==> src/rtl/cdc_hs_receiver_if.sv <==
// Bus between a 4-phase req/ack source and the receiving-domain endpoint:
// request/data/ack toward the source, valid/ready toward the consumer, plus status.
interface cdc_hs_receiver_if #(
  parameter int NB_DATA  = 8,
  parameter int NB_COUNT = 16
);
  logic                i_req;
  logic [NB_DATA-1:0]  i_data;
  logic                i_ready;
  logic [NB_DATA-1:0]  o_data;
  logic                o_valid;
  logic                o_ack;
  logic                o_busy;
  logic                o_err;
  logic [NB_COUNT-1:0] o_count;

  modport slave (
    input  i_req, i_data, i_ready,
    output o_data, o_valid, o_ack, o_busy, o_err, o_count
  );

  modport master (
    output i_req, i_data, i_ready,
    input  o_data, o_valid, o_ack, o_busy, o_err, o_count
  );
endinterface

==> src/rtl/cdc_hs_receiver.sv <==
// Receive-side endpoint of a 4-phase req/ack synchronizer: syncs the request,
// captures the source-held word, offers it with valid/ready and returns o_ack.
module cdc_hs_receiver #(
  parameter int NB_DATA  = 8,
  parameter int NB_SYNC  = 2,
  parameter int NB_COUNT = 16
) (
  input  logic              i_clock,
  input  logic              i_reset_n,
  cdc_hs_receiver_if.slave  bus
);

  typedef enum logic [1:0] {
    ST_IDLE = 2'd0,
    ST_HOLD = 2'd1,
    ST_ACK  = 2'd2
  } state_t;

  state_t              r_state;
  state_t              w_state_nxt;
  logic [NB_SYNC-1:0]  r_req_sync;
  logic                w_req_s;
  logic [NB_DATA-1:0]  r_data;
  logic                r_valid;
  logic                r_ack;
  logic                r_busy;
  logic                r_err;
  logic [NB_COUNT-1:0] r_count;
  logic                w_valid_nxt;
  logic                w_ack_nxt;
  logic                w_busy_nxt;
  logic                w_load;
  logic                w_count_inc;
  logic                w_err_set;

  // Request synchronizer chain; the only path from the source domain
  always_ff @(posedge i_clock or negedge i_reset_n) begin
    if (!i_reset_n) begin
      r_req_sync <= {NB_SYNC{1'b0}};
    end else begin
      r_req_sync <= {r_req_sync[NB_SYNC-2:0], bus.i_req};
    end
  end

  assign w_req_s = r_req_sync[NB_SYNC-1];

  // Next-state and next-output decode
  always_comb begin
    w_state_nxt = r_state;
    w_valid_nxt = r_valid;
    w_ack_nxt   = r_ack;
    w_load      = 1'b0;
    w_count_inc = 1'b0;
    w_err_set   = 1'b0;
    case (r_state)
      ST_IDLE: begin
        if (w_req_s) begin
          w_state_nxt = ST_HOLD;
          w_valid_nxt = 1'b1;
          w_load      = 1'b1;
        end else begin
          w_state_nxt = ST_IDLE;
        end
      end
      ST_HOLD: begin
        // Request withdrawn before ack: flag it, but still deliver the word
        if (!w_req_s) begin
          w_err_set = 1'b1;
        end else begin
          w_err_set = 1'b0;
        end
        if (r_valid && bus.i_ready) begin
          w_state_nxt = ST_ACK;
          w_valid_nxt = 1'b0;
          w_ack_nxt   = 1'b1;
          w_count_inc = 1'b1;
        end else begin
          w_state_nxt = ST_HOLD;
        end
      end
      ST_ACK: begin
        if (!w_req_s) begin
          w_state_nxt = ST_IDLE;
          w_ack_nxt   = 1'b0;
        end else begin
          w_state_nxt = ST_ACK;
        end
      end
      default: begin
        w_state_nxt = ST_IDLE;
        w_valid_nxt = 1'b0;
        w_ack_nxt   = 1'b0;
      end
    endcase
    w_busy_nxt = (w_state_nxt != ST_IDLE);
  end

  // State register
  always_ff @(posedge i_clock or negedge i_reset_n) begin
    if (!i_reset_n) begin
      r_state <= ST_IDLE;
    end else begin
      r_state <= w_state_nxt;
    end
  end

  // Registered outputs; o_data only changes on a new capture
  always_ff @(posedge i_clock or negedge i_reset_n) begin
    if (!i_reset_n) begin
      r_data  <= {NB_DATA{1'b0}};
      r_valid <= 1'b0;
      r_ack   <= 1'b0;
      r_busy  <= 1'b0;
      r_err   <= 1'b0;
      r_count <= {NB_COUNT{1'b0}};
    end else begin
      r_valid <= w_valid_nxt;
      r_ack   <= w_ack_nxt;
      r_busy  <= w_busy_nxt;
      r_err   <= r_err | w_err_set;
      if (w_load) begin
        r_data <= bus.i_data;
      end
      if (w_count_inc) begin
        r_count <= r_count + {{(NB_COUNT-1){1'b0}}, 1'b1};
      end
    end
  end

  assign bus.o_data  = r_data;
  assign bus.o_valid = r_valid;
  assign bus.o_ack   = r_ack;
  assign bus.o_busy  = r_busy;
  assign bus.o_err   = r_err;
  assign bus.o_count = r_count;

endmodule

==> src/flat_wrapper.sv <==
// flat-port wrapper written by rule: the top's interface ports become plain ports
module cdc_hs_receiver_flat 
#(
  parameter int NB_DATA  = 8,
  parameter int NB_SYNC  = 2,
  parameter int NB_COUNT = 16
)
  (i_clock, i_reset_n, bus_i_req, bus_i_data, bus_i_ready, bus_o_data, bus_o_valid, bus_o_ack, bus_o_busy, bus_o_err, bus_o_count);
  cdc_hs_receiver_if #(.NB_DATA(NB_DATA), .NB_COUNT(NB_COUNT)) bus_i ();
  input  logic i_clock;
  input  logic i_reset_n;
  input wire logic [$bits(bus_i.i_req)-1:0] bus_i_req;
  input wire logic [$bits(bus_i.i_data)-1:0] bus_i_data;
  input wire logic [$bits(bus_i.i_ready)-1:0] bus_i_ready;
  output wire logic [$bits(bus_i.o_data)-1:0] bus_o_data;
  output wire logic [$bits(bus_i.o_valid)-1:0] bus_o_valid;
  output wire logic [$bits(bus_i.o_ack)-1:0] bus_o_ack;
  output wire logic [$bits(bus_i.o_busy)-1:0] bus_o_busy;
  output wire logic [$bits(bus_i.o_err)-1:0] bus_o_err;
  output wire logic [$bits(bus_i.o_count)-1:0] bus_o_count;
  assign bus_i.i_req = bus_i_req;
  assign bus_i.i_data = bus_i_data;
  assign bus_i.i_ready = bus_i_ready;
  assign bus_o_data = bus_i.o_data;
  assign bus_o_valid = bus_i.o_valid;
  assign bus_o_ack = bus_i.o_ack;
  assign bus_o_busy = bus_i.o_busy;
  assign bus_o_err = bus_i.o_err;
  assign bus_o_count = bus_i.o_count;
  cdc_hs_receiver #(.NB_DATA(NB_DATA), .NB_SYNC(NB_SYNC), .NB_COUNT(NB_COUNT)) u_core (.i_clock(i_clock), .i_reset_n(i_reset_n), .bus(bus_i));
endmodule
==> config.mk <==
export PLATFORM = sky130hd
export DESIGN_NAME = cdc_hs_receiver_flat
export DESIGN_NICKNAME = d
export VERILOG_FILES = /design/src/rtl/cdc_hs_receiver_if.sv /design/src/rtl/cdc_hs_receiver.sv /design/src/flat_wrapper.sv
export SDC_FILE = /design/constraint.sdc
export NUM_CORES = 1
export LEC_CHECK = 0
export CORE_MARGIN = 4
export CORE_UTILIZATION = 34
export DETAILED_ROUTE_END_ITERATION = 10
export GPL_ROUTABILITY_DRIVEN = 1
export SYNTH_ARGS = -nofsm -noshare
export SYNTH_HDL_FRONTEND = slang
export SYNTH_SLANG_ARGS = --single-unit
export TNS_END_PERCENT = 50
==> constraint.sdc <==
create_clock -name i_clock -period 1.8 [get_ports i_clock]
set_input_delay 0.36 -clock i_clock [delete_from_list [all_inputs] [get_ports i_clock]]
set_output_delay 0.36 -clock i_clock [all_outputs]
set_load 0.02 [all_outputs]
==> summary.md <==
| Metric | Value |
|---|---|
| Leading post-synthesis cells by cell area | `sky130_fd_sc_hd__dfrtp_1 (61%), sky130_fd_sc_hd__xnor2_1 (7.3%), sky130_fd_sc_hd__mux2_2 (6.9%)` |
| Width of the die | `70.1 um` |
| Required time of the worst setup path | `about 1400 ps` |
| Global route overflow | `0` |
| Count of input and output buffers | `39` |
| Critical-path cell with the highest stage delay | `sky130_fd_sc_hd__clkdlybuf4s50_1` |
| Count of fill cells added during filler insertion | `341` |
| Via count of the first global-routing pass | `968` |
| Static Leak | `0.843 nW` |
| Worst hold path class | `flip-flop to flip-flop` |
| Clock Pin Slew Worst Setup and Hold Paths | `around 60 ps` |
| Total area of sequential cells | `801 um2` |
| Combined buffer and inverter count along the critical path | `1` |
| Cells along the critical path | `clkdlybuf4s50_1` |
| Number of nets with antenna violations after detailed routing | `0` |
| Wire length reported by the detailed router | `2570 um` |
| Post-Layout Cell Count | `201` |
| Worst-case clock skew | `between 4 and 5 ps` |
| Clock tree root buffer cell | `sky130_fd_sc_hd__clkbuf_8` |
| CTS sink count | `32` |
| Highest metal layer used by the detailed router | `met4` |
| Final hold violation count | `0` |
| Residual DRC count | `0` |
| Data arrival time of the worst path | `around 1400 ps` |
| Seq/Total Area, Yosys | `0.611` |
| Most frequently used flop master after synthesis | `sky130_fd_sc_hd__dfrtp_1` |
| Cell with the most instances after synthesis | `sky130_fd_sc_hd__dfrtp_1` |
| Vias per cell | `4.68` |
| Count of state elements after synthesis | `32` |
| Setup Crit Path Kind | `flip-flop to primary output` |
| Period Utilization, post-route | `0.961` |
| Post-Synthesis Net Count | `113` |
| Number of top-level pins | `40` |
| Number of distinct standard cells referenced by the synthesized netlist | `24` |
| CTS tree | `built` |
| PnR Total Power | `about 0.0027 W` |
| Worst rel slew slack | `0.718` |
| Top cell types by occurrence after synthesis | `sky130_fd_sc_hd__dfrtp_1 (32), sky130_fd_sc_hd__xnor2_1 (11), sky130_fd_sc_hd__nand2_1 (10)` |
| Core Rows | `22` |
| Avg Cell Area, Syn | `between 10 and 15 um2` |
| Die area | `0.00491 mm2` |
| Dominant cell type by area after synthesis | `sky130_fd_sc_hd__dfrtp_1` |
| Fraction of layout instances using a drive strength above 1 | `0.176` |
| Post-DR wirelength/cell | `12.8 um` |
| Final Setup Violations | `0` |
| GPL Wtd Cong | `0.730` |
| Vias post-DR | `941` |
| Initial core utilization | `0.355` |
| Overall fraction of global-route tracks in use | `0.115` |
| CTS Buffer Depth | `2` |
| Hold Slack | `359 ps` |
| Die extent in y | `70.1 um` |
| H-tree depth | `2` |
| Routed wire length on met3 | `270 um` |
| Number of clock buffers inserted by TritonCTS | `5` |
| Worst-Skew Late Latency | `270 ps` |
| Post-detail-place hpwl | `1920 um` |
| Number of pins with negative max-slew slack in the final report | `0` |
| Total Neg Setup Slack | `0 ps` |
| Unrepaired setup endpoints after global routing | `false` |
| Min Clock Period, post-route | `1730 ps` |
| Post-synth EDFFs | `0` |
| Met1 Wirelength | `994 um` |
| Post-synthesis instance area | `around 0.0013 mm2` |
| Count of buffers added by post-CTS timing repair for setup | `0` |
| Family with the most delay on the worst path | `buffers and inverters` |
| Number of inserted diodes | `0` |
| Power density of the placed cells | `1420 mW/mm2` |
| Antenna violations before repair | `0` |
| Peak fanout along the critical path | `5` |
| Run status | `finished clean` |
| Max-cap violations | `0` |
| Peak Freq | `0.578 GHz` |
| Critical Path Source Type | `flip-flop` |
| Multi-input logic area | `474 um2` |
| Max VDD drop | `approximately 700 uV` |
| Synth Instances | `100` |
| Iteration count of the initial detailed-routing pass | `6` |
| Worst-margin pin slew | `422 ps` |
| Post-synthesis to final-layout area growth | `45.4%` |
| Async set or reset register ratio after synthesis | `1.00` |
| Met2 wire length | `1270 um` |
| Number of cells in the design after placement | `193` |
| Number of hold buffers added after cts | `0` |
| DRT iter0 DRCs | `47` |
| Pin count of the biggest net entering global routing | `33` |
| Fraction of post-synthesis cell area in the top cell type by area | `0.611` |
| CP max stage delay | `~640 ps` |
| Count of warnings emitted by yosys | `0` |
| First-pass GRT wire length | `4480 um` |
| Core region area | `around 0.0037 mm2` |
| Type of element capturing the critical path | `primary output` |
| Number of nets in the finished design | `around 170` |
report_power, final:
| group | leakage, nW | total (W) | internal [W] | switching [W] |
|---|---|---|---|---|
| clock | 0.0552 | 0.000656 | 0.000410 | 0.000245 |
| combinational | 0.384 | 0.000971 | 0.000509 | 0.000462 |
| sequential | 0.403 | 0.00108 | 0.000909 | 0.000173 |
cells by family after synthesis:
logic type / after synthesis / share of synthesized area
AND/OR/NAND/NOR: 32 / 0.148
XOR/XNOR: 15 / 0.100
flip-flops: 32 / 0.611
buffers and inverters: 5 / 0.0277
AO/OA/AOI/OAI: 7 / 0.0353
multiplexers: 8 / 0.0687
adder cells (fa/ha/maj): 1 / 0.00954
repair_timing:
item	CTS	global route
endpoints found under the hold margin	0	0
gates resized for setup	0	1
endpoints found under the setup margin	0	1
placed cells by master, fill, tap and decap left out, types with 2 or more instances in the layout:
cell type                         instances
sky130_fd_sc_hd__clkdlybuf4s50_1         38
sky130_fd_sc_hd__dfrtp_1                 32
sky130_fd_sc_hd__xnor2_1                 11
sky130_fd_sc_hd__nand2_1                 10
sky130_fd_sc_hd__mux2_2                   8
sky130_fd_sc_hd__buf_4                    8
sky130_fd_sc_hd__nand3_1                  6
sky130_fd_sc_hd__clkbuf_8                 5
sky130_fd_sc_hd__xor2_1                   4
sky130_fd_sc_hd__inv_1                    3
sky130_fd_sc_hd__nor2_1                   3
sky130_fd_sc_hd__a21oi_1                  3
sky130_fd_sc_hd__nor3_1                   3
sky130_fd_sc_hd__nand4_1                  3
sky130_fd_sc_hd__and4_1                   2
layout make-up:
| type | count | share of cell area |
|---|---|---|
| flip-flops and latches | 32 | 0.420 |
| well taps | 48 | 0.0315 |
| repair buffers | 47 | 0.238 |
| multi-input cells | 63 | 0.249 |
| inverters | 3 | 0.00591 |
| clock inverters | 2 | 0.0184 |
| clock buffers | 6 | 0.0381 |
layer usage:
metal / vias up / GRT usage
met5: - / 0
met4: 0 / 0.0447
met3: 3 / 0.0576
met2: 39 / 0.191
met1: 449 / 0.125
li1: 450 / -
sequential cells by signal, indices dropped and copies added (netlist names):
register and flops:
u_core.bus.o_busy 1, u_core.bus.o_err 1, u_core.r_req_sync 2, u_core.bus.o_count 16, u_core.bus.o_ack 1, u_core.bus.o_data 8
u_core.r_state 2, u_core.bus.o_valid 1
through the flow:
stage | instance area, um2 | util | setup WS [ps]
floorplan | 1310 | - | 289
global placement | 1800 | 0.487 | -54.2
detailed placement | 1800 | 0.487 | -60.8
CTS | 1900 | 0.516 | 29.0
global route | 1910 | 0.517 | 6.79
finish | 1910 | 0.517 | 69.7
final timing paths:
| path | slack (ps) | to | cells past startpoint | from |
|---|---|---|---|---|
| max in group asynchronous | 1040 | u_core.bus.o_busy | 2 | i_reset_n |
| hold reg to reg | 360 | u_core.r_req_sync[1] | 0 | u_core.r_req_sync[0] |
| setup / recovery | 70 | bus_o_valid | 1 | u_core.bus.o_valid |
| setup reg to reg | 250 | u_core.bus.o_data[2] | 3 | u_core.r_state[0] |
| hold / removal | 360 | u_core.r_req_sync[1] | 0 | u_core.r_req_sync[0] |
| min in group asynchronous | 480 | u_core.bus.o_count[14] | 2 | i_reset_n |
No activity file was read; power rests on OpenSTA's default activity.
